File: config.mk
export PLATFORM = sky130hd
export DESIGN_NAME = pixel_stream_tx
export DESIGN_NICKNAME = d
export VERILOG_FILES = /design/src/rtl/pixel_stream_pkg.sv /design/src/rtl/pixel_fifo.sv /design/src/rtl/pixel_stream_tx.sv
export SDC_FILE = /design/constraint.sdc
export NUM_CORES = 1
export LEC_CHECK = 0
export ABC_AREA = 0
export CORE_UTILIZATION = 50
export CTS_BUF_LIST = sky130_fd_sc_hd__clkbuf_8
export DETAILED_ROUTE_END_ITERATION = 16
export PLACE_DENSITY = 0.66
export SYNTH_ARGS = -nofsm -noshare
export SYNTH_HDL_FRONTEND = slang
export SYNTH_SLANG_ARGS = --single-unit
export TNS_END_PERCENT = 30
File: constraint.sdc
create_clock -name clk -period 5.45 [get_ports clk]
set_input_delay 1.09 -clock clk [delete_from_list [all_inputs] [get_ports clk]]
set_output_delay 1.09 -clock clk [all_outputs]
set_load 0.1 [all_outputs]
File: src/rtl/pixel_stream_pkg.sv
// rtl/pixel_stream_pkg.sv - shared types and helpers for the pixel byte sender
package pixel_stream_pkg;

  typedef enum logic [1:0] {
    ST_IDLE,
    ST_SYNC,
    ST_DATA,
    ST_CSUM
  } state_t;

  localparam logic [7:0] DEFAULT_SYNC_BYTE = 8'hFF;
  localparam int MAX_PIXEL_W = 32;

  // Pixel field is sized for the widest supported pixel; unused MSBs are zero.
  typedef struct packed {
    logic                   sof;
    logic                   eof;
    logic [MAX_PIXEL_W-1:0] pixel;
  } fifo_entry_t;

  function automatic int nbytes(input int width);
    return (width + 7) / 8;
  endfunction

endpackage

File: src/rtl/pixel_fifo.sv
// rtl/pixel_fifo.sv - synchronous FIFO with occupancy count, async active-low reset
module pixel_fifo #(
  parameter int WIDTH = 34,
  parameter int DEPTH = 16
) (
  input  logic                     clk,
  input  logic                     rst,
  input  logic                     push,
  input  logic [WIDTH-1:0]         wdata,
  input  logic                     pop,
  output logic [WIDTH-1:0]         rdata,
  output logic                     full,
  output logic                     empty,
  output logic [$clog2(DEPTH):0]   count
);

  localparam int AW = $clog2(DEPTH);
  localparam logic [AW:0] FULL_COUNT = (AW+1)'(DEPTH);

  logic [WIDTH-1:0] mem [DEPTH];
  logic [AW-1:0]    wr_ptr;
  logic [AW-1:0]    rd_ptr;
  logic             do_push;
  logic             do_pop;

  assign full    = (count == FULL_COUNT);
  assign empty   = (count == '0);
  assign do_push = push && !full;
  assign do_pop  = pop && !empty;
  assign rdata   = mem[rd_ptr];

  // Depth is a power of two, so pointers wrap by natural overflow.
  always_ff @(posedge clk or negedge rst) begin
    if (!rst) begin
      wr_ptr <= '0;
      rd_ptr <= '0;
      count  <= '0;
    end else begin
      if (do_push) wr_ptr <= wr_ptr + AW'(1);
      if (do_pop)  rd_ptr <= rd_ptr + AW'(1);
      case ({do_push, do_pop})
        2'b10:   count <= count + (AW+1)'(1);
        2'b01:   count <= count - (AW+1)'(1);
        default: count <= count;
      endcase
    end
  end

  always_ff @(posedge clk) begin
    if (do_push) mem[wr_ptr] <= wdata;
  end

endmodule

File: src/rtl/pixel_stream_tx.sv
// rtl/pixel_stream_tx.sv - buffers pixels and sends them MSB-first as a byte stream with frame sync
// Optional trailing XOR checksum per frame: define PIXEL_STREAM_TX_CHECKSUM_EN.
module pixel_stream_tx
  import pixel_stream_pkg::*;
#(
  parameter int          PIXEL_W    = 12,
  parameter int          FIFO_DEPTH = 16,
  parameter logic [7:0]  SYNC_BYTE  = DEFAULT_SYNC_BYTE
) (
  input  logic                          clk,
  input  logic                          rst,
  input  logic [PIXEL_W-1:0]            pixel_in,
  input  logic                          pixel_sof,
  input  logic                          pixel_eof,
  input  logic                          pixel_valid,
  output logic                          pixel_ready,
  output logic [7:0]                    byte_out,
  output logic                          byte_valid,
  input  logic                          byte_ready,
  output logic [$clog2(FIFO_DEPTH):0]   fifo_count,
  output logic                          busy
);

  localparam int NBYTES = nbytes(PIXEL_W);
  localparam int REM_W  = PIXEL_W - 8 * (NBYTES - 1);
  localparam int IDX_W  = (NBYTES > 1) ? $clog2(NBYTES) : 1;
  localparam int WW     = MAX_PIXEL_W + 8;
  localparam logic [IDX_W-1:0] LAST_IDX  = IDX_W'(NBYTES - 1);
  localparam logic [WW-1:0]    LAST_MASK = (WW'(1) << REM_W) - WW'(1);
`ifdef PIXEL_STREAM_TX_CHECKSUM_EN
  localparam logic CSUM_EN = 1'b1;
`else
  localparam logic CSUM_EN = 1'b0;
`endif

  state_t           state, state_next;
  logic [IDX_W-1:0] idx, idx_next;
  fifo_entry_t      hold, hold_next, head, wr_entry;
  logic             pop, full, empty, ready_en;
  logic [7:0]       byte_next, csum_byte;
  logic             valid_next;

  // Leading bytes are taken from the top down; the last byte holds the leftover LSBs.
  function automatic logic [7:0] byte_at(input logic [MAX_PIXEL_W-1:0] p,
                                         input logic [IDX_W-1:0] k);
    logic [WW-1:0] w;
    int            sh;
    w  = {8'h00, p};
    sh = PIXEL_W - 8 - 8 * int'(k);
    if (int'(k) < NBYTES - 1) return 8'(w >> sh);
    else                      return 8'(w & LAST_MASK);
  endfunction

  assign wr_entry    = '{sof: pixel_sof, eof: pixel_eof, pixel: MAX_PIXEL_W'(pixel_in)};
  assign pixel_ready = ready_en && !full;
  assign busy        = (state != ST_IDLE) || !empty;

  pixel_fifo #(
    .WIDTH ($bits(fifo_entry_t)),
    .DEPTH (FIFO_DEPTH)
  ) u_fifo (
    .clk   (clk),
    .rst   (rst),
    .push  (pixel_valid && pixel_ready),
    .wdata (wr_entry),
    .pop   (pop),
    .rdata (head),
    .full  (full),
    .empty (empty),
    .count (fifo_count)
  );

  always_ff @(posedge clk or negedge rst) begin
    if (!rst) begin
      state      <= ST_IDLE;
      idx        <= '0;
      hold       <= '0;
      byte_out   <= 8'h00;
      byte_valid <= 1'b0;
      ready_en   <= 1'b0;
    end else begin
      state      <= state_next;
      idx        <= idx_next;
      hold       <= hold_next;
      byte_out   <= byte_next;
      byte_valid <= valid_next;
      ready_en   <= 1'b1;
    end
  end

  always_comb begin
    state_next = state;
    idx_next   = idx;
    hold_next  = hold;
    pop        = 1'b0;
    case (state)
      ST_IDLE: begin
        if (!empty) begin
          pop        = 1'b1;
          hold_next  = head;
          idx_next   = '0;
          state_next = head.sof ? ST_SYNC : ST_DATA;
        end
      end
      ST_SYNC: begin
        if (byte_ready) begin
          state_next = ST_DATA;
          idx_next   = '0;
        end
      end
      ST_DATA: begin
        if (byte_ready) begin
          if (idx == LAST_IDX) begin
            idx_next   = '0;
            state_next = (hold.eof && CSUM_EN) ? ST_CSUM : ST_IDLE;
          end else begin
            idx_next = idx + IDX_W'(1);
          end
        end
      end
      ST_CSUM: begin
        if (byte_ready) state_next = ST_IDLE;
      end
      default: state_next = ST_IDLE;
    endcase
  end

  // A stalled byte is held verbatim; otherwise the next byte is precomputed into the output register.
  always_comb begin
    valid_next = (state_next != ST_IDLE);
    byte_next  = 8'h00;
    if (byte_valid && !byte_ready) begin
      byte_next = byte_out;
    end else begin
      case (state_next)
        ST_SYNC: byte_next = SYNC_BYTE;
        ST_DATA: byte_next = byte_at(hold_next.pixel, idx_next);
        ST_CSUM: byte_next = csum_byte;
        default: byte_next = 8'h00;
      endcase
    end
  end

`ifdef PIXEL_STREAM_TX_CHECKSUM_EN
  logic [7:0] acc;

  always_ff @(posedge clk or negedge rst) begin
    if (!rst) begin
      acc <= 8'h00;
    end else if (byte_valid && byte_ready) begin
      if (state == ST_SYNC)      acc <= 8'h00;
      else if (state == ST_DATA) acc <= acc ^ byte_out;
    end
  end

  // Entered right as the last data byte goes out, so fold that byte in here.
  assign csum_byte = acc ^ byte_out;
`else
  assign csum_byte = 8'h00;
`endif

endmodule

# After elaboration in Yosys (flattened, before gate mapping)
# Memories as Yosys holds them, arrays and structs flattened.
# Cells that the tools add are included.
dict set report op_classes {
  n_mux 21
  shift 1
  addsub 6
  n_reduce_logical 14
  n_lt_le_gt_ge 1
  n_eq_ne 8
}
# operator n
set op_table {}
lappend op_table {{$mux W32} 2}
lappend op_table {{$shr A32 B32 Y8} 1}
lappend op_table {{$pmux W8 S2} 1}
lappend op_table {{$mux W2} 6}
lappend op_table {{$pmux W5 S2} 1}
lappend op_table {{$add A4 B1 Y4 const B} 2}
lappend op_table {{$eq A2 B2 Y1 const B} 4}
lappend op_table {{$mux W1} 8}
lappend op_table {{$mux W8} 1}
lappend op_table {{$pmux W2 S4} 1}
lappend op_table {{$eq A2 B1 Y1 const B} 3}
lappend op_table {{$reduce_bool A2 Y1} 3}
lappend op_table {{$add A5 B1 Y5 const B} 1}
lappend op_table {{$eq A5 B5 Y1 const B} 1}
lappend op_table {{$logic_and A1 B1 Y1} 5}
lappend op_table {{$logic_not A5 Y1} 1}
lappend op_table {{$sub A3 B4 Y5 const A} 1}
lappend op_table {{$sub A5 B1 Y5 const B} 1}
lappend op_table {{$logic_not A1 Y1} 3}
lappend op_table {{$pmux W1 S3} 1}
lappend op_table {{$logic_not A2 Y1} 1}
lappend op_table {{$add A1 B1 Y1 const B} 1}
lappend op_table {{$logic_or A1 B1 Y1} 1}
lappend op_table {{$lt A1 B1 Y1 const B} 1}
dict set report totals {
  n_memories 1
  ramBits 224
  out_inout_bits 16
  wordCells 61
  input_bits 18
  ff_bits 58
}
# memory words word_bits read_ports rd_ports_with_merged_regs write_ports line
set mem_list {}
lappend mem_list {u_fifo.mem 16 14 1 0 1 pixel_fifo.sv:20} ;# logic [WIDTH-1:0] mem [DEPTH];

# Depth between registers and ports, before layout
dict set report depth {
  word_depth 8
  ltp_mapped 15
  ltp_nobuf 12
}

# By module
# From an unflattened synthesis, not the netlist that was laid out.
dict set report unflattened {
  cells_unflattened 1192
  area_unflattened_um2 22786.9
}
# mod instances area_each_um2 cells_per_inst
set by_module_without_submodules {}
lappend by_module_without_submodules {pixel_fifo 1 21665.8 1104}
lappend by_module_without_submodules {pixel_stream_tx 1 1121.1 88}

# Least setup slack after synthesis
# Ideal clock, no wire load.
dict set report synth_path {
  kind {register to register}
  startpoint {reg u_fifo.count[1]}
  endpoint {reg u_fifo.count[4]}
  stages_incl_launch_ff 16
  period_less_slack_ns 5.880
  slack_ns -0.430
  t_arrival_ns 5.754
  required_time_ns 5.324
  path_cell_list {dfrtp_1 > buf_2 > nor4_1 > a21boi_0 > and2_1 > clkbuf_1 > inv_1 > ha_1 > clkbuf_1 > xor2_1 > ha_1 > o21a_1 > o21a_1 > a311oi_1 > nor3b_1 > xnor2_1}
}
dict set report synth_via {
  elab_chain_cells 7
}
# element line
set synth_rtl {}
lappend synth_rtl {{from (decl)} pixel_fifo.sv:14} ;# output logic [$clog2(DEPTH):0] count
lappend synth_rtl {{from (signal assigned)} pixel_fifo.sv:42} ;# 2'b10: count <= count + (AW+1)'(1);
lappend synth_rtl {{from (signal assigned)} pixel_fifo.sv:43} ;# 2'b01: count <= count - (AW+1)'(1);
lappend synth_rtl {{from (signal assigned)} pixel_fifo.sv:44} ;# default: count <= count;
lappend synth_rtl {{$eq A5 B5 Y1 *} pixel_fifo.sv:26} ;# assign full = (count == FULL_COUNT);
lappend synth_rtl {{$logic_not A1 Y1 *} pixel_stream_tx.sv:55} ;# assign pixel_ready = ready_en && !full;
lappend synth_rtl {{$logic_and A1 B1 Y1 *} pixel_stream_tx.sv:55}
lappend synth_rtl {{via pixel_ready} pixel_stream_tx.sv:16} ;# output logic pixel_ready,
lappend synth_rtl {{$logic_and A1 B1 Y1 *} pixel_stream_tx.sv:64} ;# .push (pixel_valid && pixel_ready),
lappend synth_rtl {{$logic_and A1 B1 Y1 *} pixel_fifo.sv:28} ;# assign do_push = push && !full;
lappend synth_rtl {{$eq A2 B1 Y1 or $eq A2 B2 Y1 (tied branches)} pixel_fifo.sv:41} ;# case ({do_push, do_pop})
lappend synth_rtl {{$pmux W5 S2 or $reduce_bool A2 Y1 (tied branches)} -}
# The timed path passes the listed nets; every way through them passes the cells marked *.
# A chain may end at the register's enable or synchronous reset.

# Worst setup path in the final report
dict set report layout_path {
  startpoint {reg u_fifo.count[2]}
  endpoint {out busy}
}
dict set report layout_via {
  elab_chain_cells 3
}
# element line
set layout_rtl {}
lappend layout_rtl {{$logic_not A5 Y1} pixel_fifo.sv:27} ;# assign empty = (count == '0);
lappend layout_rtl {{$logic_not A1 Y1} pixel_stream_tx.sv:56} ;# assign busy = (state != ST_IDLE) || !empty;
lappend layout_rtl {{$logic_or A1 B1 Y1} pixel_stream_tx.sv:56}
lappend layout_rtl {{to (decl)} pixel_stream_tx.sv:21} ;# output logic busy
# No other way between the ends.

==> summary.md <==
| Metric | Value |
|---|---|
| Largest net degree at the start of global routing | `52` |
| Post-CTS Setup Repair Bufs | `0` |
| Initial antenna violation count | `0` |
| Hold Buf Count CTS | `0` |
| Final Hold Viols | `0` |
| Pwr dens | `523 nW/um^2` |
| Fillers | `1455` |
| Top-count cell post-synth | `edfxtp_1` |
| Finished Layout Cells | `880` |
| Crit path max-delay cell type | `clkdlybuf4s50_1` |
| Initial DRC Count | `334` |
| Avg Cell Area, Syn | `19.1 um^2` |
| Core area | `19500 um^2` |
| Wirelength per Cell | `22.5 um` |
| Via count | `4904` |
| Die Width | `143 um` |
| WL final | `19800 um` |
| Synthesized area | `9910 um^2` |
| Root Driver | `clkbuf_8` |
| CTS tree | `built` |
| HP Class | `reg -> reg` |
| DIE AREA | `20400 um^2` |
| Leakage | `0.00390 uW` |
| Ys async rst share | `15.4%` |
| DRC Markers | `0` |
| Max Slew Vio Count | `0` |
| Status | `finished clean` |
| Setup CP Type | `reg -> out` |
| Gr usage total | `20.8%` |
| Slew HR | `29.6%` |
| Register Area | `7200 um^2` |
| Multi-input logic area | `2570 um^2` |
| First drt pass iteration count | `4` |
| Worst skew pair latency | `0.54 ns` |
| Max Root-Sink Buffers | `3` |
| CTS HTree Levels | `2` |
| Fmax | `0.245 GHz` |
| Die Y | `143 um` |
| Instance count of the mapped netlist | `520` |
| Synth warn | `0` |
| Crit-path cells | `or4_4 > nor2_1 > nand2_1 > clkdlybuf4s50_1` |
| Resized Gates After CTS | `0` |
| Clk_skew | `0.0198 ns` |
| Total power | `5910 uW` |
| Ports | `34` |
| Number of port buffers | `32` |
| Crit path DAT | `2.99 ns` |
| Setup violators final | `0` |
| Final TNS setup | `0 ns` |
| Sink Count | `246` |
| Row cnt | `51` |
| Synth Flop Type | `edfxtp_1` |
| CP max stage delay | `1.01 ns` |
| Final worst path period share | `74.8%` |
| Unrepaired setup endpoints after global routing | `false` |
| Setup crit start kind | `flip-flop` |
| Layout area overhead | `14.1%` |
| Max Cap Viol | `0` |
| Required time worst endpoint | `4.36 ns` |
| Inserted Clock Buffers | `41` |
| Yosys reg bits | `246` |
| Gr ovfl total | `0` |
| Nets@finish | `616` |
| Syn nets | `551` |
| Sequential area share after synthesis | `72.6%` |
| Post-synth EDFFs | `208` |
| CTS clk-pin slew, worst paths | `0.06 ns` |
| Placed cell count | `807` |
| HPWL Detailed | `11800 um` |
| Antenna-violating nets left | `0` |
| Layout cells sized above 1 | `23.3%` |
| Final GP Congestion | `0.799` |
| Post-layout minimum cycle time | `4.08 ns` |
| Ant diodes | `0` |
| Max VDD drop | `0.183 mV` |
| First-pass GRT wire length | `30100 um` |
| Endpoint class of the critical path | `output pin` |
| Synth area leader | `edfxtp_1` |
| Vias per inst | `5.57` |
| Netlist cell types | `54` |
| CP Max Fanout | `9` |
| Synth top area cells | `edfxtp_1 63%, mux4_2 12%, dfrtp_1 9.6%` |
| Post-synth top cells | `208 x edfxtp_1, 52 x mux4_2, 38 x dfrtp_1, 27 x nand2_1` |
| Starting Density | `50.9%` |
| Top cell type's share of synthesized area | `63.0%` |
| Vias in the first global route | `5072` |
| Worst-margin pin slew | `1.05 ns` |
==> worst paths after layout <==
| kind | cells after the start | startpoint | end | slack [ns] |
|---|---|---|---|---|
| min reg2reg | 2 | hold[7] | hold[7] | 0.48 |
| max | 4 | u_fifo.count[2] | busy | 1.37 |
| max reg2reg | 9 | u_fifo.rd_ptr[0] | byte_out[2] | 1.71 |
| min | 2 | hold[7] | hold[7] | 0.48 |
| min in group asynchronous | 1 | rst | hold[10] | 0.68 |
| max in group asynchronous | 1 | rst | u_fifo.rd_ptr[0] | 4.16 |
==> per-layer routing <==
layer	up-vias	GRT usage [%]	share of wire (%)
met2	152	35.2	51
met3	27	4.16	7.1
met5	-	0	0
met4	0	6.34	1.8
li1	2216	-	-
met1	2509	27.2	40
==> cells by family (layout without fill, tap and decap cells) <==
logic type      count (synthesis)  count (layout)  synth area share, %
fa+ha+maj                      13              13                 1.64
simple gates                   82              82                 4.15
mux                            78              78                 14.5
compound gates                 53              53                 4.15
xor+xnor                       11              11                0.972
flops                         246             246                 72.6
other cells                     1               1               0.0378
buf+inv                        36             131                 1.89
==> state kept, by name, indices dropped and copies added, names as in the netlist <==
name / count
u_fifo.rd_ptr: 4
hold: 12
u_fifo.count: 5
byte_out: 8
u_fifo.wr_ptr: 4
idx: 1
byte_valid: 1
u_fifo.mem: 208
ready_en: 1
state: 2
==> power breakdown <==
| part | switching, uW | leakage, uW | total (uW) | internal (uW) |
|---|---|---|---|---|
| combinational | 1170 | 0.00113 | 2010 | 838 |
| clock | 700 | 0.000437 | 1440 | 742 |
| sequential | 206 | 0.00234 | 2460 | 2250 |
| total | 2080 | 0.00390 | 5910 | 3830 |
==> layout by cell type (no fill, tap or decap), types with 5 or more instances in the layout <==
master and n:
dfrtp_1 35, mux4_2 52, mux2i_1 19, mux2_2 7
ha_1 13, nand2b_1 6, nand2_1 27, edfxtp_1 208
inv_1 28, buf_4 16, clkbuf_8 44, nor3b_1 5
a21oi_1 7, o21ai_0 12, clkinv_1 5, nor2_1 19
xnor2_1 7, clkdlybuf4s50_1 31
==> worst max-delay path: cells and delay by family, from the launching register on <==
kind          cells  cell delay, ns
buf+inv           1            1.01
simple gates      3            0.96
flops             1            0.48
==> area by class of cell <==
cell class / count / area share (%)
Timing Repair Buffer: 48 / 3.85
Multi-Input combinational cell: 238 / 22.7
Sequential cell: 246 / 63.7
Inverter: 10 / 0.354
Tap cell: 265 / 2.93
Clock buffer: 44 / 5.36
Clock inverter: 29 / 1.06
==> metrics by stage <==
stage / setup slack [ns] / hold slack [ns] / cell area [um^2] / utilization, %
5_1_grt: 1.26 / 0.519 / 11300 / 58.1
2_1_floorplan: 0.367 / 0.446 / 9910 / -
6_report: 1.37 / 0.484 / 11300 / 58.1
3_3_place_gp: 1.75 / 0.469 / 10600 / 54.4
3_5_place_dp: 1.64 / 0.476 / 10600 / 54.4
4_1_cts: 1.36 / 0.489 / 11300 / 58.1
No activity file was read; power rests on OpenSTA's default activity.
